===== config.mk =====
export PLATFORM = sky130hd
export DESIGN_NAME = vga_frame_loader
export DESIGN_NICKNAME = d
export VERILOG_FILES = /design/src/rtl/vga_frame_loader.sv
export SDC_FILE = /design/constraint.sdc
export NUM_CORES = 1
export LEC_CHECK = 0
export ABC_AREA = 0
export CAP_MARGIN = 0
export CORE_MARGIN = 1.5
export CORE_UTILIZATION = 47
export CTS_BUF_LIST = sky130_fd_sc_hd__clkbuf_4 sky130_fd_sc_hd__clkbuf_8
export DETAILED_ROUTE_END_ITERATION = 16
export PLACE_DENSITY = 0.9
export SLEW_MARGIN = 25
export SYNTH_ARGS = -nofsm -noshare
export SYNTH_HDL_FRONTEND = slang
export SYNTH_SLANG_ARGS = --single-unit

===== constraint.sdc =====
create_clock -name clock -period 2.05 [get_ports clock]
set_input_delay 0.5125 -clock clock [delete_from_list [all_inputs] [get_ports clock]]
set_output_delay 0.5125 -clock clock [all_outputs]
set_load 0.005 [all_outputs]

===== src/rtl/vga_frame_loader.sv =====
// Per-frame loader: shares the dmem port with the processor (processor first, bounded
// starvation) and commits both 128-bit player records atomically for the VGA side.
module vga_frame_loader #(
  parameter logic [12:0] BASE_ADDR    = 13'h1F00,
  parameter int          STARVE_LIMIT = 8
) (
  input  logic         clock,
  input  logic         reset_btn,
  input  logic         vsync,
  input  logic         proc_req,
  input  logic [12:0]  proc_addr,
  input  logic [31:0]  proc_data,
  input  logic         proc_wren,
  output logic [31:0]  proc_q,
  output logic         proc_stall,
  output logic [12:0]  mem_addr,
  output logic [31:0]  mem_data,
  output logic         mem_wren,
  input  logic [31:0]  mem_q,
  output logic [127:0] p1VGA,
  output logic [127:0] p2VGA,
  output logic         busy,
  output logic         frame_done
);
  localparam int            SW         = $clog2(STARVE_LIMIT + 2);
  localparam logic [SW-1:0] STARVE_MAX = SW'(STARVE_LIMIT);

  typedef enum logic [1:0] {S_IDLE, S_LOAD, S_DRAIN, S_COMMIT} state_t;

  state_t          r_state;
  logic [2:0]      r_idx;
  logic [SW-1:0]   r_starve;
  logic            r_pending;
  logic            r_vs_s1, r_vs_s2, r_vs_s3;
  logic            r_cap_vld;
  logic [2:0]      r_cap_idx;
  logic [127:0]    r_shadow1, r_shadow2;
  logic [127:0]    r_p1, r_p2;
  logic            r_frame_done;

  logic            w_frame_start;
  logic            w_grant;

  assign w_frame_start = r_vs_s3 & ~r_vs_s2;
  assign w_grant       = (r_state == S_LOAD) & (~proc_req | (r_starve == STARVE_MAX));

  always_comb begin
    mem_data   = proc_data;
    proc_q     = mem_q;
    if (w_grant) begin
      mem_addr   = BASE_ADDR + {10'd0, r_idx};
      mem_wren   = 1'b0;
      proc_stall = proc_req;
    end else begin
      mem_addr   = proc_addr;
      mem_wren   = proc_req & proc_wren;
      proc_stall = 1'b0;
    end
  end

  always_ff @(posedge clock) begin
    if (!reset_btn) begin
      r_state      <= S_IDLE;
      r_idx        <= '0;
      r_starve     <= '0;
      r_pending    <= 1'b0;
      r_vs_s1      <= 1'b1;
      r_vs_s2      <= 1'b1;
      r_vs_s3      <= 1'b1;
      r_cap_vld    <= 1'b0;
      r_cap_idx    <= '0;
      r_shadow1    <= '0;
      r_shadow2    <= '0;
      r_p1         <= '0;
      r_p2         <= '0;
      r_frame_done <= 1'b0;
    end else begin
      r_vs_s1      <= vsync;
      r_vs_s2      <= r_vs_s1;
      r_vs_s3      <= r_vs_s2;
      r_frame_done <= 1'b0;

      // Read data returns one cycle after the grant, so capture is a one-deep pipeline.
      r_cap_vld <= w_grant;
      r_cap_idx <= r_idx;
      if (r_cap_vld) begin
        if (r_cap_idx[2]) r_shadow2[{r_cap_idx[1:0], 5'd0} +: 32] <= mem_q;
        else              r_shadow1[{r_cap_idx[1:0], 5'd0} +: 32] <= mem_q;
      end

      if (w_frame_start && (r_state != S_IDLE)) r_pending <= 1'b1;

      case (r_state)
        S_IDLE: begin
          r_idx     <= '0;
          r_starve  <= '0;
          r_pending <= 1'b0;
          if (w_frame_start || r_pending) r_state <= S_LOAD;
        end
        S_LOAD: begin
          if (w_grant) begin
            r_starve <= '0;
            r_idx    <= r_idx + 3'd1;
            if (r_idx == 3'd7) r_state <= S_DRAIN;
          end else if (proc_req && (r_starve != STARVE_MAX)) begin
            r_starve <= r_starve + SW'(1);
          end
        end
        S_DRAIN: begin
          r_starve     <= '0;
          r_frame_done <= 1'b1;
          r_state      <= S_COMMIT;
        end
        S_COMMIT: begin
          r_starve <= '0;
          r_p1     <= r_shadow1;
          r_p2     <= r_shadow2;
          r_state  <= S_IDLE;
        end
        default: r_state <= S_IDLE;
      endcase
    end
  end

  assign p1VGA      = r_p1;
  assign p2VGA      = r_p2;
  assign busy       = (r_state != S_IDLE);
  assign frame_done = r_frame_done;
endmodule

==> results list, run 1 <==
- Clock Latency Late Sink: 0.66 ns
- TritonCTS built the clock tree.
- Routability-driven placement congestion ratio: 0.836
- Setup repair after global routing could not meet its margin everywhere.
- Top_reg_cell synth: dfxtp_1
- Area share of the largest cell type after synthesis: 0.550
- The share of the Yosys chip area taken by registers is 0.550.
* Router iterations before antenna repair: 5
- In the final routed layout, each cell accounts on average for roughly 22 microns.
- The floorplan step defined a die boundary enclosing 42300 sq um.
* Buffer type at the clock tree root: clkbuf_8
* HPWL after DPL: 40800 microns
- Max capacitance violation total: 0
- The die is 206 microns wide.
- Share of the clock period used by the worst path: 1.28
- The analysis attributes to cell leakage a power of between 10 and 15 nW.
- Post-synthesis net count: approximately 2.2k
- Startpoint-to-endpoint class of the critical path: flip-flop to output port
- Counting flops with a built-in enable in the synthesized netlist gives 0.
- Share of async-settable or async-resettable flops after synthesis: 0
* Wire length of the first global-routing pass: 93800 microns
- Setup clock skew after layout: 0.0296 ns
* Capturing element type of the critical path: output port
- After floorplanning, the core was sized to cover 40600 sq um.
* Number of global-route vias before repair: 16.2k
* All-Layer GR Usage: 0.293
- VDD sags by at most between 0.8 and 0.9 mV.
* Max-slew violation count: 0
* Worst setup margin: -0.575 ns
- In this run the worst hold path is classified as flip-flop to flip-flop.
* Cell with the most instances on the worst path: buf_6
- CP cell instances: inv_2 -> ha_4 -> nand3b_1 -> nand2_2 -> nand2_4 -> buf_6 -> mux2_4 -> buf_6
- Violated checks: negative setup slack
- Launching element type of the critical path: flip-flop
* Pre-CTS setup slack: -0.572 ns
- Subtracting the final worst setup slack from the clock period gives 2.62 ns.
- Summing over every cut layer, the via total after detailed routing is 16.4k.
- Flop and latch count out of synthesis: 530
- Layout cells sized above 1: 0.155
- Post-synthesis instance area: 19300 sq um
- Relative max-transition margin: 0.296
* Mapped Cells: 2057
* Area leader, netlist: dfxtp_1
* Count of endpoints failing hold in the final timing report: 0
- DRT antenna net count: 0
* Number of cells on the worst hold path: 2
- Critical Path Fanout Max: 6
- For this configuration, the core starts out at a cell density of 0.474.
- Entering global routing, the biggest net connects 91 pins.
- Slowest cell on crit path: dfxtp_2
* Clock input transition at the sequential cells of the worst setup and hold paths: 0.07 ns
- Synth unique cells: 37
* Clk sinks: 530
* Count of hold-fix buffers inserted at cts: 0
* Max Clock Freq: 0.381 GHz
* IO Pins: 419
- Cell with the most instances after synthesis: dfxtp_1
* Syn-to-layout area delta: 32.7%
- H-Tree Level Count: 3
- Bufs on Longest Clock Path: 3
- Die height: 206 microns
* Run status: finished, violations left
- During synthesis, Yosys emitted a total of 0 warnings.
* Crit path arrival time: 2.11 ns
- Top cells by area, synth: dfxtp_1 55%, mux2i_1 13%, nor2_1 6.2%, nand2_1 5.9%, a21oi_1 4.3%
- For the pin with the worst max-slew slack, the measured transition is 1.06 ns.
- Residual DRC count: 0
- Number of antenna violations at the first check in global routing: 1
* Total power per unit cell area: 846 nW/um^2
- Global-route congestion overflow total: 0
- The floorplan has 74 rows.
- Delay of the slowest critical-path stage: approximately 0.33 ns
- After detailed placement, the design holds a cell count of 2836.
* Via count normalized by instance count: between 5 and 6
- Non-filler cells in the finished layout: 2994
* Most instantiated cells after synthesis: 530 x dfxtp_1, 319 x nor2_1, 301 x nand2_1
- After synthesis, the mean cell area works out to ~9.4 sq um.
* Port Buf Inserts: between 300 and 400
- Violation count after the first detailed-route iteration: 1135
- Wires add up to 64500 microns.
- At the worst endpoint, the required time is approximately 1.5 ns.
* Total CTS buffers: 82
- Final layout net count: 2498
- For the worst flop-to-flop path, the logic depth is 8.
- Setup violations remaining at the end of the flow were counted as 16.
==> final timing paths <==
check / slack [ns] / startpoint / to
worst max register to register: 0.07 / r_cap_idx[1]$_SDFF_PN0_ / r_shadow1[30]$_SDFFE_PN0P_
worst min-delay path: 0.43 / r_vs_s2$_SDFF_PN1_ / r_vs_s3$_SDFF_PN1_
worst min register to register: 0.43 / r_vs_s2$_SDFF_PN1_ / r_vs_s3$_SDFF_PN1_
worst max-delay path: -0.57 / r_starve[0]$_SDFFE_PN0P_ / mem_addr[1]
==> through the flow <==
step / util / area (sq um) / total power, mW / setup TNS [ns] / hold slack [ns]
floorplan: - / 19300 / 11.4 / 0 / 0.386
global placement: 0.578 / 23500 / 12.1 / -7.87 / 0.396
detailed placement: 0.578 / 23500 / 12.1 / -8.17 / 0.425
CTS: 0.623 / 25300 / 21.6 / -5.80 / 0.411
global route: 0.629 / 25600 / 22.3 / -8.54 / 0.428
finish: 0.629 / 25600 / 21.7 / -7.26 / 0.432
==> sequential cells by signal (all words and copies together) (netlist names) <==
name        flops
frame_done      1
p1VGA         128
p2VGA         128
r_cap_idx       3
r_cap_vld       1
r_idx           3
r_pending       1
r_shadow1     128
r_shadow2     128
r_starve        4
r_state         2
r_vs_s1         1
r_vs_s2         1
r_vs_s3         1
==> power breakdown <==
group / switching [mW] / internal (mW)
clock network: 4.19 / 5.33
registers: 0.0529 / 10.4
logic: 0.946 / 0.778
total: 5.19 / 16.5
==> cell usage in the layout (no fill, tap or decap), drive strengths merged, types with 2 or more instances in the layout <==
cell / count
clkinvlp: 2
bufinv: 4
nor2: 323
mux2: 3
a21oi: 167
dlygate4sd2: 112
clkdlybuf4s50: 168
o21ai: 29
dlymetal6s2s: 57
and3: 5
a22o: 64
nand3b: 2
clkinv: 11
o22ai: 2
nand3: 90
ha: 13
mux2i: 258
dfxtp: 530
inv: 17
or3b: 2
nand2b: 25
nor3: 2
nand2: 301
and2: 9
clkbuf: 122
buf: 134
==> per-layer routing <==
metal / wire [microns] / track usage / vias to the layer above
met5: 0 / 0 / -
met4: 3800 / 0.177 / 0
met3: 5600 / 0.0721 / 201
met2: 29700 / 0.465 / 815
met1: 25500 / 0.358 / 7876
li1: - / - / 7477
==> layout make-up <==
cell class / instances / area (sq um)
Multi-Input combinational cell: 1304 / 7680
Clock inverter: 20 / 219
Timing Repair Buffer: 471 / 4710
Fill cell: 3003 / 15100
Sequential cell: 530 / 10700
Inverter: 14 / 62.6
Tap cell: 532 / 666
Antenna cell: 1 / 2.50
Clock buffer: 122 / 1540
==> timing repair <==
item                                   4_1_cts  5_1_grt
gates cloned                                 0        1
setup buffers                               11        5
setup endpoints to repair                  187      184
resized for setup                          274       78
pin swaps                                    9        5
endpoints found under the hold margin        0        0
==> cell families after synthesis <==
kind of cell	share of synthesized area
AOI/OAI and AO/OA	0.0817
xor gates and xnor gates	0.000908
adders and majority gates	0.00843
DFF	0.550
muxes	0.136
and+or+nand+nor	0.163
buffers and inverters	0.0603
==> worst max-delay path, delay by kind of cell (launching register included) <==
family | cells | cell delay [ns]
muxes | 1 | 0.29
adders and majority gates | 1 | 0.13
and+or+nand+nor | 3 | 0.37
buffers and inverters | 3 | 0.34
DFF | 1 | 0.33
Power figures use the tool's default switching activity.
==> run 2: changes to the inputs <==
--- a/config.mk
+++ b/config.mk
@@ -9,8 +9,8 @@
 export CAP_MARGIN = 0
 export CORE_MARGIN = 1.5
-export CORE_UTILIZATION = 47
+export CORE_UTILIZATION = 56
 export CTS_BUF_LIST = sky130_fd_sc_hd__clkbuf_4 sky130_fd_sc_hd__clkbuf_8
 export DETAILED_ROUTE_END_ITERATION = 16
-export PLACE_DENSITY = 0.9
+export PLACE_DENSITY = 0.95
 export SLEW_MARGIN = 25
 export SYNTH_ARGS = -nofsm -noshare
==> constraint.sdc (replaced) <==
create_clock -name clock -period 3.21 [get_ports clock]
set_input_delay 0.642 -clock clock [delete_from_list [all_inputs] [get_ports clock]]
set_output_delay 0.642 -clock clock [all_outputs]
set_load 0.005 [all_outputs]
==> results list, run 2 (synthesis results as in run 1) <==
- Startpoint-to-endpoint class of the critical path: flip-flop to output port
- Setup violations remaining at the end of the flow were counted as 0.
- Count of cell instances traversed by the critical path: 5
- For this run, the slowest stage of the critical path takes 0.49 ns.
- Run status: complete, no violations
- The routed layout has roughly 16k vias.
* DRT antenna net count: 0
* Core Region: 33700 sq um
* Share of the clock period used by the worst path: 0.997
- Minimum period implied by the final worst setup slack: about 3.2 ns
* Most common cell after layout, fill and taps aside: dfxtp_1
- Counting the buffers created by CTS gives 81.
- Total power per unit cell area: 548 nW/um^2
- Across the run, the number of max-cap violations was 0.
* Wire length of the first global-routing pass: around 95000 microns
* FF+latch area: roughly 11000 sq um
* End of the worst register-to-register path: r_shadow1[28]$_SDFFE_PN0P_
- After detailed routing, the number of remaining DRC violations is 0.
* Count of hold-fix buffers inserted at cts: 0
- Global-route congestion overflow total: 0
- Number of cells on the worst hold path: 1
* Capture endpoint of the worst hold path: r_vs_s2$_SDFF_PN1_
- The library cells used most frequently in the layout, excluding fill and tap cells, are 530 x dfxtp_1, 353 x clkdlybuf4s50_1, 317 x nor2_1.
* Top Family by Delay on Critical Path: buffers and inverters
- Leakage power: 8.40 nW
- The clock passes through at most 3 buffers.
- STA classifies the critical path startpoint as a flip-flop.
* Violation count after the first detailed-route iteration: 1440
- At the end of the flow, the number of nets in the layout was 2429.
- The finished cells cover 24600 sq um.
- Via count normalized by instance count: between 5 and 6
- The floorplan step defined a die boundary enclosing roughly 36000 sq um.
* Cell total after placement: 2697
- Depth of the most critical reg-to-reg path: 7
- The routed design has 63000 microns of wire.
- CTS built an H-tree with a depth of 3.
- Routability-driven placement congestion ratio: 0.849
- The floorplan step set the die width to between 150 and 200 microns.
- Port Buf Inserts: 354
- In this run the worst hold path is classified as flip-flop to flip-flop.
- Critical Path Fanout Max: 8
* Pin count of the biggest net entering global routing: about 170
- Number of antenna violations at the first check in global routing: 4
- Across all register-to-register paths, the minimum setup slack is between 0.5 and 0.6 ns.
- Static timing analysis puts the maximum clock frequency at 0.312 GHz.
- Initial Util: 0.572
- The floorplan step set the die height to between 150 and 200 microns.
- Summing all placed instances gives a cell area of 22800 sq um.
- Traced cell by cell, the critical path runs through inv_1 -> ha_1 -> nand2_4 -> mux2_2 -> clkdlybuf4s50_1.
- Total power for the finished layout comes to ~13 mW.
* Worst path required time: 2.57 ns
- All-Layer GR Usage: 0.346
* Layout cells sized above 1: 0.0874
* Beginning of the worst register-to-register path: r_cap_idx[0]$_SDFF_PN0_
* Sum of buffers and inverters on the critical path: 2
- In this run the clock root is driven by a clkbuf_8.
- Slowest cell on crit path: dfxtp_1
* Capturing element type of the critical path: output port
- Clock tree synthesis found a total of 530 sinks.
* IO Pins: 419
- At the later pin of the worst-skew pair, clock insertion delay measures between 0.6 and 0.7 ns.
* Multi-input combinational cell area: roughly 7600 sq um
- Syn-to-layout area delta: 27.4%
- Detailed placement ended at an HPWL of 39900 microns.
- Transition at the pin with the smallest max-transition slack: 1.04 ns
- Before antenna repair, the detailed router went through 8 iterations.
* Setup clock skew after layout: between 0.05 and 0.06 ns
- TritonCTS built the clock tree.
- Clock input transition at the sequential cells of the worst setup and hold paths: approximately 0.07 ns
* Wire length per cell: 22.2 microns
- The filler cells instantiated in the layout total 2147.
- Relative max-transition margin: 0.310
- Crit path arrival time: 2.56 ns
- The final count of pins violating max slew came to 0.
- The final hold violation count came to 0.
- In this run the most critical hold path is launched from r_vs_s1$_SDFF_PN1_.
* Peak VDD IR: 0.408 mV
- The finished layout holds 2843 standard cells, fillers aside.
* Rows: 67
- Number of global-route vias before repair: around 17k
run 2: cell count changes in the layout (fill, tap and decap cells not counted), sizes merged:
cell,previous run,this run
clkdlybuf4s50,168,353
dlygate4sd2,112,0
buf,134,51
dlymetal6s2s,57,0
clkbuf,122,125
bufinv,4,2
diode,1,3
clkinvlp,2,1
inv,17,16
nor2,323,322
run 2: final cells by class:
type / count / share of cell area
Tap cell: 448 / 0.0228
Inverter: 14 / 0.00245
Antenna cell: 3 / 0.000306
Clock buffer: 125 / 0.0647
Multi-Input combinational cell: 1303 / 0.309
Clock inverter: 16 / 0.00627
Sequential cell: 530 / 0.432
Timing Repair Buffer: 404 / 0.163
run 2: per-layer routing:
| layer | vias up | GRT usage | routed length (microns) |
|---|---|---|---|
| met5 | - | 0 | 13 |
| met4 | 2 | 0.226 | 4060 |
| met3 | 227 | 0.0955 | 6480 |
| met2 | 969 | 0.557 | 29200 |
| met1 | 7934 | 0.406 | 23300 |
| li1 | 7353 | - | - |
run 2: worst max path at each step:
stage / startpoint / to / slack (ns)
3_5_place_dp: proc_req / mem_addr[1] / 0.12
5_1_grt: r_state[1]$_SDFFE_PN0P_ / mem_addr[1] / -0.02
4_1_cts: r_starve[0]$_SDFFE_PN0P_ / mem_addr[1] / 0.03
3_3_place_gp: proc_req / mem_addr[2] / 0.23
6_report: r_state[1]$_SDFFE_PN0P_ / mem_addr[1] / 0.008
2_1_floorplan: r_starve[0]$_SDFFE_PN0P_ / mem_wren / 1.19
run 2: repair_timing:
action / 4_1_cts / 5_1_grt
endpoints found under the setup margin: 6 / 6
gates resized for setup: 2 / 1
pin swaps: 0 / 1
setup buffers: 0 / 2
hold endpoints to repair: 0 / 0
run 2: report_power, final:
part	internal [mW]	total, mW	switching [mW]
clock	3.32	5.92	2.60
sequential	6.62	6.66	0.0443
combinational	0.356	0.876	0.520
run 2: through the flow:
| step | TNS, ns | hold slack (ns) | utilization | worst slack, ns |
|---|---|---|---|---|
| 5_1_grt | -0.0659 | 0.433 | 0.729 | -0.0201 |
| 6_report | 0 | 0.419 | 0.729 | 0.00818 |
| 3_5_place_dp | 0 | 0.401 | 0.676 | 0.118 |
| 2_1_floorplan | 0 | 0.386 | - | 1.19 |
| 4_1_cts | 0 | 0.419 | 0.728 | 0.0253 |
| 3_3_place_gp | 0 | 0.397 | 0.676 | 0.227 |
==> run 3: changes to the inputs <==
Settings changed: PLACE_DENSITY 0.95 to default, PLACE_DENSITY_LB_ADDON from default to 0.3, RECOVER_POWER from default to 100.
==> results list, run 3 (synthesis results as in run 1) <==
- The run finished, with violations left.
- Violated checks: max-capacitance violations, max-slew violations
* Violation count after the first detailed-route iteration: 1473
* Buffer type at the clock tree root: clkbuf_8
- Setup repair after global routing left no endpoint under its margin.
* TNS Setup: 0 ns
- At the end of the flow, the number of nets in the layout was about 2.4k.
* Via count normalized by instance count: between 5 and 6
* DIE AREA: 35600 sq um
- Derived from the worst setup path, the maximum achievable clock frequency is 0.324 GHz.
* WL final: 56600 microns
- In this run the static leakage power is between 9 and 10 nW.
* Total power per unit cell area: 542 nW/um^2
* Capturing element type of the critical path: output port
- TritonCTS built the clock tree.
- The final hold violation count is 0.
- Counting the buffers created by CTS gives 81.
* Initial Util: 0.572
- The pre-antenna-repair detailed-routing pass consisted of 5 iterations.
- Global-route congestion overflow total: 0
- Relative to the synthesized area, the layout overhead comes to 26.2%.
- Wire length per cell: around 20 microns
- Total via count after detailed routing: 15.6k
* Most used cells in the layout excluding fill and tap cells: 530 x dfxtp_1, 317 x nor2_1, 300 x nand2_1
- The tool flagged a number of max-cap violations equal to 2.
- Share of the clock period used by the worst path: 0.960
- At the pin with the least slew margin, the transition time is just under 2 ns.
* Rows: 67
- Layout fillers: 2499
* Port Buf Inserts: 354
- In this run the count of I/O pins placed on the die edge is between 400 and 500.
- H-Tree Level Count: 3
- Final setup violation count: 0
- Minimum period implied by the final worst setup slack: 3.08 ns
- After detailed routing, the number of remaining DRC violations is 0.
- Worst path required time: 2.57 ns
* DP Area: 22800 sq um
* Max-slew violation count: 74
- Most common cell after layout, fill and taps aside: dfxtp_1
* Clock Latency Late Sink: 0.61 ns
- In this run the deepest clock path goes through 3 buffers.
- Core Region: 33700 sq um
* Startpoint-to-endpoint class of the critical path: flip-flop to output port
- The design draws 13.2 mW.
- Cell total after placement: 2695
- For this run, the total global-route usage over all layers was measured as 0.312.
- Entering global routing, the biggest net connects 171 pins.
- Clock skew on the completed layout was measured at 0.0439 ns.
* Wire length of the first global-routing pass: 86200 microns
- Routability-driven placement congestion ratio: 0.820
* Tightest hold margin: 0.418 ns
* HPWL after DPL: between 30000 and 40000 microns
* Launching element type of the critical path: flip-flop
- The clock drives 530 sinks.
- Of the cells placed in the final design, the portion with a size suffix greater than 1 is 0.0814.
* Clock input transition at the sequential cells of the worst setup and hold paths: 0.07 ns
- Class of the most critical hold timing path: flip-flop to flip-flop
- Critical Path Fanout Max: 10
* Number of global-route vias before repair: between 15k and 20k
- Die X: 189 microns
- Measured along the y axis, the die boundary spans 189 microns.
- At the worst endpoint, the arrival time is about 2.4 ns.
- The detail route stage leaves a number of antenna-violating nets equal to 0.
* Non-filler cells in the finished layout: 2833
- IR analysis of the VDD net gives a maximum drop of 0.384 mV.
- Setup bufs post-CTS: 0
* Relative max-transition margin: -0.288
- Once layout is done, the placed cells without fillers occupy 24300 sq um.
- Number of antenna violations at the first check in global routing: 2
## run 3: cell count changes in the layout (fill, tap and decap cells not counted), moves of 4 or more
cell	delta
clkbuf_4	+5
and2_1	-4
clkdlybuf4s50_1	-293
buf_12	-5
clkbuf_2	+4
buf_4	-13
and2_0	+4
clkbuf_1	+5
dlygate4sd3_1	+293
## run 3: final timing paths
check,from,endpoint,slack [ns],depth (start not counted)
worst max-delay path,r_starve[0]$_SDFFE_PN0P_,mem_addr[4],0.13,8
worst min-delay path,r_vs_s1$_SDFF_PN1_,r_vs_s2$_SDFF_PN1_,0.42,1
worst max register to register,r_cap_idx[0]$_SDFF_PN0_,r_shadow1[2]$_SDFFE_PN0P_,0.18,8
worst min register to register,r_vs_s1$_SDFF_PN1_,r_vs_s2$_SDFF_PN1_,0.42,1
## run 3: per-layer routing
| layer | vias to the layer above | GRT usage | routed length [microns] |
|---|---|---|---|
| met5 | - | 0 | 0 |
| met4 | 0 | 0.150 | 2440 |
| met3 | 105 | 0.0836 | 5340 |
| met2 | 673 | 0.485 | 25900 |
| met1 | 7486 | 0.402 | 23000 |
| li1 | 7329 | - | - |
## run 3: final cells by class
class                           count  area [sq um]  area share
Multi-Input combinational cell   1303          7550       0.310
Inverter                           14          60.1     0.00247
Tap cell                          448           561      0.0230
Antenna cell                        1          2.50    0.000103
Timing Repair Buffer              400          3880       0.159
Clock buffer                      124          1580      0.0647
Sequential cell                   530         10600       0.436
Clock inverter                     13           106     0.00437
## run 3: power by group
group	internal, mW	switching [mW]	total (mW)
Clock	3.14	2.59	5.74
Combinational	0.326	0.484	0.810
Sequential	6.62	0.0364	6.66
## run 3: metrics by stage
step | utilization | setup WS, ns
global route | 0.722 | 0.0200
detailed placement | 0.675 | 0.163
floorplan | - | 1.19
global placement | 0.675 | 0.225
finish | 0.722 | 0.127
CTS | 0.725 | 0.0546
## run 3: repair_timing
action                     4_1_cts  5_1_grt
hold buffers                     0        0
setup endpoints to repair        4        1
gates resized for setup          1        1
## run 3: critical path, stage by stage, from the launching register on
cell and delay [ns]:
dfxtp_1 0.38, inv_1 0.06, ha_1 0.19, nand3b_1 0.12, nand2_1 0.13, nand2_4 0.15
buf_4 0.14, and2_1 0.14, clkdlybuf4s50_1 0.53
